### src/rtl/uart_rx_ctrl_if.sv
// Bundle of serial-line, frame-configuration and result signals for the UART receive controller.
// The master side is the host/pad side; the slave side is the controller itself.
interface uart_rx_ctrl_if #(
    parameter int MAX_DATA_W = 9,
    parameter int PRESCALE_W = 6
);
    logic                  RX_IN;
    logic [PRESCALE_W-1:0] PRESCALE;
    logic [3:0]            DATA_LEN;
    logic                  PAR_EN;
    logic                  PAR_TYP;
    logic                  STOP2;
    logic [MAX_DATA_W-1:0] P_DATA;
    logic                  data_valid;
    logic                  par_err;
    logic                  stp_err;
    logic                  brk_det;
    logic                  busy;

    modport master (
        output RX_IN, PRESCALE, DATA_LEN, PAR_EN, PAR_TYP, STOP2,
        input  P_DATA, data_valid, par_err, stp_err, brk_det, busy
    );

    modport slave (
        input  RX_IN, PRESCALE, DATA_LEN, PAR_EN, PAR_TYP, STOP2,
        output P_DATA, data_valid, par_err, stp_err, brk_det, busy
    );
endinterface

### src/rtl/uart_rx_ctrl.sv
// UART receive controller: line synchroniser, bit timing, 3-sample majority vote,
// deserialiser, parity/stop/break checks and frame FSM with run-time frame format.
module uart_rx_ctrl #(
    parameter int MAX_DATA_W = 9,
    parameter int PRESCALE_W = 6
) (
    input  logic           CLK,
    input  logic           RST,
    uart_rx_ctrl_if.slave  bus
);

    localparam logic [3:0] MAX_LEN = 4'(MAX_DATA_W);

    typedef enum logic [2:0] {
        S_IDLE,
        S_START,
        S_DATA,
        S_PARITY,
        S_STOP,
        S_CHECK,
        S_BRK_WAIT
    } state_t;

    state_t                state;
    state_t                next_state;

    logic                  rx_s1;
    logic                  rx_s2;
    logic                  line;

    logic [PRESCALE_W-1:0] p_eff;
    logic [3:0]            len_eff;
    logic [PRESCALE_W-1:0] cfg_p;
    logic [3:0]            cfg_len;
    logic                  cfg_par_en;
    logic                  cfg_par_typ;
    logic                  cfg_stop2;

    logic [PRESCALE_W-1:0] edge_cnt;
    logic [PRESCALE_W-1:0] half;
    logic [3:0]            bit_idx;
    logic [2:0]            smp;
    logic                  voted;
    logic                  vote_pt;
    logic                  bit_end;
    logic                  frame_start;

    logic [MAX_DATA_W-1:0] shift_q;
    logic                  par_flag;
    logic                  stp_flag;
    logic                  par_bit;
    logic                  stop1_bit;
    logic                  is_break;

    logic [MAX_DATA_W-1:0] p_data_q;
    logic                  data_valid_q;
    logic                  par_err_q;
    logic                  stp_err_q;
    logic                  brk_det_q;

    assign line = rx_s2;

    // Effective frame format as it would be latched on the next start bit.
    always_comb begin
        p_eff = {bus.PRESCALE[PRESCALE_W-1:1], 1'b0};
        if (p_eff < PRESCALE_W'(4)) begin
            p_eff = PRESCALE_W'(4);
        end
        len_eff = bus.DATA_LEN;
        if (len_eff < 4'd5) begin
            len_eff = 4'd5;
        end else if (len_eff > MAX_LEN) begin
            len_eff = MAX_LEN;
        end
    end

    always_comb begin
        half    = cfg_p >> 1;
        vote_pt = (edge_cnt == half + PRESCALE_W'(1));
        bit_end = (edge_cnt == cfg_p - PRESCALE_W'(1));
        voted   = (smp[0] & smp[1]) | (smp[0] & smp[2]) | (smp[1] & smp[2]);
    end

    always_comb begin
        is_break = (shift_q == '0) && (!cfg_par_en || !par_bit) && !stop1_bit;
    end

    always_comb begin
        next_state = state;
        case (state)
            S_IDLE: begin
                if (!line) begin
                    next_state = S_START;
                end
            end
            S_START: begin
                if (vote_pt && voted) begin
                    next_state = S_IDLE;
                end else if (bit_end) begin
                    next_state = S_DATA;
                end
            end
            S_DATA: begin
                if (bit_end && (bit_idx == cfg_len - 4'd1)) begin
                    next_state = cfg_par_en ? S_PARITY : S_STOP;
                end
            end
            S_PARITY: begin
                if (bit_end) begin
                    next_state = S_STOP;
                end
            end
            S_STOP: begin
                // Leave at the vote of the last stop bit, not at its end, to absorb drift.
                if (vote_pt && (bit_idx == {3'b000, cfg_stop2})) begin
                    next_state = S_CHECK;
                end
            end
            S_CHECK: begin
                next_state = is_break ? S_BRK_WAIT : S_IDLE;
            end
            S_BRK_WAIT: begin
                if (line) begin
                    next_state = S_IDLE;
                end
            end
            default: next_state = S_IDLE;
        endcase
    end

    assign frame_start = (state == S_IDLE) && (next_state == S_START);

    always_ff @(posedge CLK or negedge RST) begin
        if (!RST) begin
            rx_s1 <= 1'b1;
            rx_s2 <= 1'b1;
            state <= S_IDLE;
        end else begin
            rx_s1 <= bus.RX_IN;
            rx_s2 <= rx_s1;
            state <= next_state;
        end
    end

    always_ff @(posedge CLK or negedge RST) begin
        if (!RST) begin
            cfg_p       <= PRESCALE_W'(4);
            cfg_len     <= 4'd5;
            cfg_par_en  <= 1'b0;
            cfg_par_typ <= 1'b0;
            cfg_stop2   <= 1'b0;
        end else if (frame_start) begin
            cfg_p       <= p_eff;
            cfg_len     <= len_eff;
            cfg_par_en  <= bus.PAR_EN;
            cfg_par_typ <= bus.PAR_TYP;
            cfg_stop2   <= bus.STOP2;
        end
    end

    always_ff @(posedge CLK or negedge RST) begin
        if (!RST) begin
            edge_cnt <= '0;
            bit_idx  <= '0;
            smp      <= '1;
        end else begin
            if ((state == S_IDLE) || (next_state == S_IDLE) || (next_state == S_CHECK) ||
                (next_state == S_BRK_WAIT) || bit_end) begin
                edge_cnt <= '0;
            end else begin
                edge_cnt <= edge_cnt + PRESCALE_W'(1);
            end

            if (next_state != state) begin
                bit_idx <= '0;
            end else if (bit_end) begin
                bit_idx <= bit_idx + 4'd1;
            end

            if (edge_cnt == half - PRESCALE_W'(2)) begin
                smp[0] <= line;
            end
            if (edge_cnt == half - PRESCALE_W'(1)) begin
                smp[1] <= line;
            end
            if (edge_cnt == half) begin
                smp[2] <= line;
            end
        end
    end

    always_ff @(posedge CLK or negedge RST) begin
        if (!RST) begin
            shift_q   <= '0;
            par_flag  <= 1'b0;
            stp_flag  <= 1'b0;
            par_bit   <= 1'b0;
            stop1_bit <= 1'b1;
        end else if (frame_start) begin
            shift_q   <= '0;
            par_flag  <= 1'b0;
            stp_flag  <= 1'b0;
            par_bit   <= 1'b0;
            stop1_bit <= 1'b1;
        end else if (vote_pt) begin
            case (state)
                S_DATA: begin
                    shift_q[bit_idx] <= voted;
                end
                S_PARITY: begin
                    par_bit <= voted;
                    if (voted != ((^shift_q) ^ cfg_par_typ)) begin
                        par_flag <= 1'b1;
                    end
                end
                S_STOP: begin
                    if (!voted) begin
                        stp_flag <= 1'b1;
                    end
                    if (bit_idx == 4'd0) begin
                        stop1_bit <= voted;
                    end
                end
                default: ;
            endcase
        end
    end

    always_ff @(posedge CLK or negedge RST) begin
        if (!RST) begin
            p_data_q     <= '0;
            data_valid_q <= 1'b0;
            par_err_q    <= 1'b0;
            stp_err_q    <= 1'b0;
            brk_det_q    <= 1'b0;
        end else begin
            data_valid_q <= 1'b0;
            par_err_q    <= 1'b0;
            stp_err_q    <= 1'b0;
            brk_det_q    <= 1'b0;
            if (state == S_CHECK) begin
                if (is_break) begin
                    brk_det_q <= 1'b1;
                    stp_err_q <= 1'b1;
                end else if (par_flag || stp_flag) begin
                    par_err_q <= par_flag;
                    stp_err_q <= stp_flag;
                end else begin
                    p_data_q     <= shift_q;
                    data_valid_q <= 1'b1;
                end
            end
        end
    end

    assign bus.P_DATA     = p_data_q;
    assign bus.data_valid = data_valid_q;
    assign bus.par_err    = par_err_q;
    assign bus.stp_err    = stp_err_q;
    assign bus.brk_det    = brk_det_q;
    assign bus.busy       = (state != S_IDLE);

endmodule

### src/flat_wrapper.sv
// flat-port wrapper written by rule: the top's interface ports become plain ports
module uart_rx_ctrl_flat 
#(
    parameter int MAX_DATA_W = 9,
    parameter int PRESCALE_W = 6
)
  (CLK, RST, bus_RX_IN, bus_PRESCALE, bus_DATA_LEN, bus_PAR_EN, bus_PAR_TYP, bus_STOP2, bus_P_DATA, bus_data_valid, bus_par_err, bus_stp_err, bus_brk_det, bus_busy);
  uart_rx_ctrl_if #(.MAX_DATA_W(MAX_DATA_W), .PRESCALE_W(PRESCALE_W)) bus_i ();
  input  logic CLK;
  input  logic RST;
  input wire logic [$bits(bus_i.RX_IN)-1:0] bus_RX_IN;
  input wire logic [$bits(bus_i.PRESCALE)-1:0] bus_PRESCALE;
  input wire logic [$bits(bus_i.DATA_LEN)-1:0] bus_DATA_LEN;
  input wire logic [$bits(bus_i.PAR_EN)-1:0] bus_PAR_EN;
  input wire logic [$bits(bus_i.PAR_TYP)-1:0] bus_PAR_TYP;
  input wire logic [$bits(bus_i.STOP2)-1:0] bus_STOP2;
  output wire logic [$bits(bus_i.P_DATA)-1:0] bus_P_DATA;
  output wire logic [$bits(bus_i.data_valid)-1:0] bus_data_valid;
  output wire logic [$bits(bus_i.par_err)-1:0] bus_par_err;
  output wire logic [$bits(bus_i.stp_err)-1:0] bus_stp_err;
  output wire logic [$bits(bus_i.brk_det)-1:0] bus_brk_det;
  output wire logic [$bits(bus_i.busy)-1:0] bus_busy;
  assign bus_i.RX_IN = bus_RX_IN;
  assign bus_i.PRESCALE = bus_PRESCALE;
  assign bus_i.DATA_LEN = bus_DATA_LEN;
  assign bus_i.PAR_EN = bus_PAR_EN;
  assign bus_i.PAR_TYP = bus_PAR_TYP;
  assign bus_i.STOP2 = bus_STOP2;
  assign bus_P_DATA = bus_i.P_DATA;
  assign bus_data_valid = bus_i.data_valid;
  assign bus_par_err = bus_i.par_err;
  assign bus_stp_err = bus_i.stp_err;
  assign bus_brk_det = bus_i.brk_det;
  assign bus_busy = bus_i.busy;
  uart_rx_ctrl #(.MAX_DATA_W(MAX_DATA_W), .PRESCALE_W(PRESCALE_W)) u_core (.CLK(CLK), .RST(RST), .bus(bus_i));
endmodule
### config.mk
export PLATFORM = sky130hd
export DESIGN_NAME = uart_rx_ctrl_flat
export DESIGN_NICKNAME = d
export VERILOG_FILES = /design/src/rtl/uart_rx_ctrl_if.sv /design/src/rtl/uart_rx_ctrl.sv /design/src/flat_wrapper.sv
export SDC_FILE = /design/constraint.sdc
export NUM_CORES = 1
export LEC_CHECK = 0
export BUFFER_PORTS_ARGS = -buffer_cell sky130_fd_sc_hd__buf_2
export CORE_ASPECT_RATIO = 1.25
export CORE_MARGIN = 4
export CORE_UTILIZATION = 60
export DETAILED_ROUTE_END_ITERATION = 12
export PLACE_DENSITY_LB_ADDON = 0.2
export SLEW_MARGIN = 5
export SYNTH_ARGS = -nofsm -noshare
export SYNTH_HDL_FRONTEND = slang
export SYNTH_SLANG_ARGS = --single-unit
### constraint.sdc
create_clock -name CLK -period 4.1 [get_ports CLK]
set_clock_uncertainty 0.2 [all_clocks]
set_input_delay 0.205 -clock CLK [delete_from_list [all_inputs] [get_ports CLK]]
set_output_delay 0.205 -clock CLK [all_outputs]
set_load 0.05 [all_outputs]
* Yosys cells after proc, flatten, opt, wreduce, memory -nomap -nowiden *
Cells that the tools add are included.
W data, S select, Z words.

cells by class
  add/sub/neg operators = 7
  multiply operators = 0
  div/mod/pow operators = 0
  magnitude comparators = 5
  eq/ne operators = 19
  shift-type cells = 0
  mux-type cells = 48
  bitwise operators = 8
  reduce and logical (&&, ||, !) cells = 35

operator list
  kind                   number
  $mux W1                27
  $mux W3                9
  $mux W9                3
  $eq A6 B6 Y1           4
  $pmux W3 S7            1
  $mux W4                4
  $eq A3 B3 Y1 const B   5
  $reduce_bool A2 Y1     7
  $mux W6                2
  $reduce_and A3 Y1      4
  $bwmux W9              1
  $logic_not A9 Y1       1
  $reduce_xor A9 Y1      1
  $logic_and A1 B1 Y1    7
  $add A5 B1 Y6 const B  1
  $add A6 B1 Y6 const B  1
  $eq A3 B1 Y1 const B   2
  $eq A3 B2 Y1 const B   2
  $eq A6 B5 Y1           1
  $logic_not A3 Y1       2
  $logic_or A1 B1 Y1     6
  $lt A6 B3 Y1 const B   1
  $sub A5 B1 Y6 const B  1
  $sub A5 B2 Y6 const B  1
  21 further kinds       28

word-level totals
  flip-flop bits (word level) = 57
  latch bits = 0
  bits in writable memories = 0
  memory bits (read-only) = 0
  input port bits = 16
  output and inout bits = 14
  logic and storage cells = 145
  memories = 0

* Depth between registers and ports, before layout *
  word-level depth = 12
  mapped depth = 12

* Worst setup path after synthesis *
No wires, ideal clock.

  kind = reg-to-reg
  start = register u_core.cfg_p[2]
  end = register u_core.edge_cnt[3]
  library setup time = 122 ps
  data arrival time = 3127 ps
  setup slack = 652 ps
  stages on the path, launching flop included = 11
  clock period less this slack = 3448 ps
  cells stage by stage = dfstp_2 inv_1 ha_1 xor2_1 nor4_2 a41oi_1 or4_1 a211o_1 or3_1 buf_2 a2111oi_1

between the ends
  cells in the longest elaborated chain, start to end = 11

ends and longest elaborated chain
  element                                                RTL line                                                      text
  start, declared                                        uart_rx_ctrl.sv:33                                            logic [PRESCALE_W-1:0] cfg_p;
  start signal, assigned                                 uart_rx_ctrl.sv:153                                           cfg_p <= p_eff;
  $sub A6 B1 Y6 / $add A5 B1 Y6 (equally long branches)  uart_rx_ctrl.sv:80, uart_rx_ctrl.sv:79
  $eq A6 B6 Y1 (on tied branches)                        uart_rx_ctrl.sv:80, uart_rx_ctrl.sv:79
  $mux W3 (tied with other cells)                        uart_rx_ctrl.sv:99                                            end else if (bit_end) begin
  $mux W3 (on tied branches)                             uart_rx_ctrl.sv:97, uart_rx_ctrl.sv:104, uart_rx_ctrl.sv:115
  $pmux W3 S7 (*)                                        uart_rx_ctrl.sv:90                                            case (state)
  via u_core.next_state[0]                               uart_rx_ctrl.sv:25                                            state_t next_state;
  $logic_not A3 Y1                                       uart_rx_ctrl.sv:167                                           if ((state == S_IDLE) || (next_state == S_IDLE) || (next_state == S_CHECK) ||
  $logic_or A1 B1 Y1 (2 in a row)                        uart_rx_ctrl.sv:167
  $logic_or A1 B1 Y1 (*)                                 uart_rx_ctrl.sv:167
  $logic_or A1 B1 Y1 (*)                                 uart_rx_ctrl.sv:168                                           (next_state == S_BRK_WAIT) || bit_end) begin
  $mux W6 (*)                                            uart_rx_ctrl.sv:167
  end signal, assigned                                   uart_rx_ctrl.sv:171                                           edge_cnt <= edge_cnt + PRESCALE_W'(1);
  end, declared                                          uart_rx_ctrl.sv:39                                            logic [PRESCALE_W-1:0] edge_cnt;

Mark *: on every way through the listed nets, which the timed path passes. The rest lies on a longest branch.
A chain may end at the register's enable or synchronous reset.

* Worst setup path after layout *
  start = register u_core.cfg_p[2]
  end = register u_core.edge_cnt[4]

Same word-level chain as after synthesis.

==> results by group <==
Detailed routing
  – DRC: 0
  – ANT nets after route: 0
  – Vias: about 2.6k
  – DRT Wirelength: 7230 um
  – Via density per instance: roughly 5.8
  – Pre-Repair DR Iteration Count: 4
  – WL/cell: approximately 16 um
  – Initial drt markers: about 110

Logic synthesis
  – Synth cell types: 60
  – Seq/Total Area, Yosys: 0.4133
  – Mean Syn Cell Area: 9.575 um^2
  – Largest family of logic cells by synthesized area: simple AND/OR/NAND/NOR gates
  – Compound-Gate Fraction of Synth Area: 0.1043
  – Synth warnings: 0
  – Most used DFF post-synth: dfrtp_1
  – Area leader, netlist: dfrtp_1
  – Post-synthesis instance total: about 360
  – FF+latch count, synth: 56
  – Xor and xnor area share after synthesis: 0.1025
  – Top area cells in the synthesized netlist: dfrtp_1 (34%), dfstp_2 (6.9%), ha_1 (5.5%)
  – Synth Area in Adders: 0.05490
  – Share of Yosys cell area claimed by the top area cell type: 0.3441
  – Multiplexer share of the synthesized area: 0.07504
  – Post-synthesis net count: 388
  – Post-Synthesis Cell Area: approximately 3400 um^2
  – EDFF count, synth: 0
  – Post-Synth Simple-Gate Area: 0.1962
  – Asr flop ratio synth: 1.000

Global routing
  – Grt met2 use: 0.3883
  – Global Route met1 Usage: 0.2795
  – Largest net degree at the start of global routing: 40
  – Antenna violations before repair: 0
  – Met3 Use GR: 0.02932
  – Grt ovf: 0
  – First-pass GRT wire length: roughly 12000 um
  – Global Route Usage Sum: 0.2241
  – Busiest grt layer: met2
  – Vias in the first global route: ~2.6k

Worst setup path
  – CP cell instances: inv_1 > ha_1 > xor2_1 > nor4_2 > a41oi_1 > or4_1 > a211o_1 > or3_1 > a2111oi_1
  – R2R cell count: 9
  – Stages on the worst setup path: 9
  – Worst path top cell family by delay: simple AND/OR/NAND/NOR gates
  – RR Endpoint: u_core.edge_cnt[4]
  – R2R Setup Slk: ~0.35 ns
  – CP Data Required Time: approximately 4.1 ns
  – CP Launch Type: register
  – Arrival time at the worst endpoint: 3.75 ns
  – CP max FO: 6
  – Setup crit end kind: register
  – WP buf/inv: 1
  – Crit path kind: register to register
  – Worst r2r src: u_core.cfg_p[2]
  – CP max stage delay: between 0.6 and 0.7 ns
  – Crit-path slowest cell: dfstp_2

Clock network
  – Clock Sinks: between 50 and 60
  – CTS hold repair buffers: 13
  – Worst-path clk slew: about 0.11 ns
  – CTS tree: yes
  – H-tree levels: 2
  – Clock buffer count from CTS: 5
  – Post-CTS Setup Bufs: 0
  – Max Root-Sink Buffers: 2
  – Post-cts gate resize count: 0
  – Root Buffer: clkbuf_8
  – Clk_lat worst skew: between 0.3 and 0.4 ns

Floorplanning
  – Full die area: about 7000 um^2
  – Io pins: 30
  – Initial Utilization: 0.6237
  – Num rows: 30
  – Die Width: 75.51 um
  – Die height: 92.39 um
  – Core ar.: roughly 5500 um^2

STA
  – Final Setup Violations: 0
  – Final Max Slew Viols: 0
  – Setup TNS Final: 0 ns
  – Slew Limit Headroom: 0.3105
  – Period utilization: 0.9151
  – RSZ-0062 raised after global routing: false
  – Maximum clock frequency: approximately 270 MHz
  – Tightest Pin Transition: approximately 1.0 ns
  – Fin Hold WS: around 0.0054 ns
  – Fin. Hold Viols: 0
  – Min Tclk post-route: between 3 and 4 ns

Place
  – Gpl congestion: about 0.86
  – DPL Wire Length: around 5300 um
  – Placed cells: approximately 440
  – Placed Area: approximately 3600 um^2
  – PortBufs: 28

Pwr
  – Pwr Total: 2376 uW
  – Leakage: ~0.0018 uW
  – Pwr dens: approximately 620 nW/um^2
  – Peak supply drop: between 0.4 and 0.5 mV

Min path
  – Hold_sp: bus_DATA_LEN[2]
  – Worst min path class: primary input to register
  – Hold path cells: 3
  – Worst Hold Path EP: u_core.cfg_len[1]

Cells and area
  – Most frequent cells in the layout: dfrtp_1 (47), nand2_1 (45), nor2_1 (29), buf_2 (28), inv_1 (25)
  – Share of post-route cells with drive strength above 1: 0.1797
  – Ant diodes: 0
  – Fin cells: roughly 460
  – Fin area: approximately 3800 um^2
  – Most common cell after layout, fill and taps aside: dfrtp_1
  – Layout area overhead: 11.97%
  – # nets final: ~430

Outcome
  – Outcome: finished clean

Flow run
  – Max Cap Viol: 0
==> kinds of logic (layout without fill, tap and decap cells) <==
family | Yosys count | count (layout)
adders and majority gates | 15 | 15
buffers and inverters | 44 | 82
muxes | 24 | 24
AOI/OAI and AO/OA | 49 | 49
xor gates and xnor gates | 36 | 36
and+or+nand+nor | 133 | 133
DFF | 56 | 56
==> per-layer routing <==
metal / routed length [um] / vias up
li1: - / 1313
met1: 2977 / 1269
met2: 3852 / 49
met3: 247 / 12
met4: 153 / 0
met5: 0 / -
==> layout make-up <==
cell class,count,area [um^2]
timing repair buffer,49,330.3
fill,450,1653
inverter,25,93.84
tap,64,80.08
clock inverter,2,16.27
sequential,56,1413
clock buffer,6,72.57
multi-input combinational,257,1822
==> cell usage after synthesis, types with 2 or more instances <==
| library cell | n |
|---|---|
| xnor2_1 | 19 |
| nor2b_1 | 2 |
| or3_1 | 5 |
| nor4_1 | 3 |
| o21ai_0 | 6 |
| nor3b_1 | 2 |
| a21o_1 | 2 |
| nor2_1 | 29 |
| dfrtp_1 | 47 |
| o31ai_1 | 2 |
| inv_1 | 25 |
| nand2b_1 | 4 |
| nor3_1 | 9 |
| o22ai_1 | 2 |
| o211ai_1 | 4 |
| buf_2 | 9 |
| xor2_1 | 14 |
| a2111oi_1 | 2 |
| nor4_2 | 2 |
| and4b_1 | 2 |
| dfstp_2 | 9 |
| nand4_1 | 8 |
| xnor3_1 | 2 |
| o2111ai_1 | 2 |
| ha_1 | 15 |
| mux2_2 | 13 |
| nand4b_1 | 2 |
| clkbuf_1 | 8 |
| nand3_1 | 10 |
| o21a_1 | 2 |
| nand2_1 | 45 |
| mux2i_1 | 11 |
| a21oi_1 | 10 |
| a211oi_1 | 4 |
==> worst max path at each step <==
stage | startpoint | endpoint | slack (ns)
6_report | u_core.cfg_p[2] | u_core.edge_cnt[4] | 0.35
5_1_grt | u_core.cfg_p[3] | u_core.edge_cnt[3] | 0.09
4_1_cts | u_core.cfg_p[2] | u_core.edge_cnt[3] | 0.36
3_5_place_dp | u_core.cfg_p[2] | u_core.edge_cnt[4] | 0.39
3_3_place_gp | u_core.cfg_p[2] | u_core.edge_cnt[4] | 0.47
2_1_floorplan | u_core.cfg_p[2] | u_core.edge_cnt[3] | 0.65
==> where the power goes <==
group	leakage (uW)	switching [uW]	total [uW]	internal [uW]
combinational	0.00104	613	1150	540
clock	0.0000414	184	306	122
sequential	0.000720	221	917	696
==> worst register-to-register path: stages, from the launching register on <==
cell	delay (ns)
dfstp_2	0.61
inv_1	0.11
ha_1	0.33
xor2_1	0.20
nor4_2	0.24
a41oi_1	0.13
or4_1	0.55
a211o_1	0.35
or3_1	0.49
a2111oi_1	0.44
==> stage by stage <==
stage                     worst slack [ns]  utilization
after floorplan                     0.6518            -
after CTS                           0.3645       0.6984
after global placement              0.4664       0.6584
after global routing               0.08799       0.6984
after detailed placement            0.3894       0.6584
final                               0.3481       0.6984
==> flip-flops by register name (all words and copies together) (netlist names), 3 cells and up <==
register           flops
u_core.bit_idx         4
u_core.bus.P_DATA      9
u_core.cfg_len         4
u_core.cfg_p           5
u_core.edge_cnt        6
u_core.shift_q         9
u_core.smp             3
u_core.state           3
Note: power is estimated with default switching activity, not from simulation.
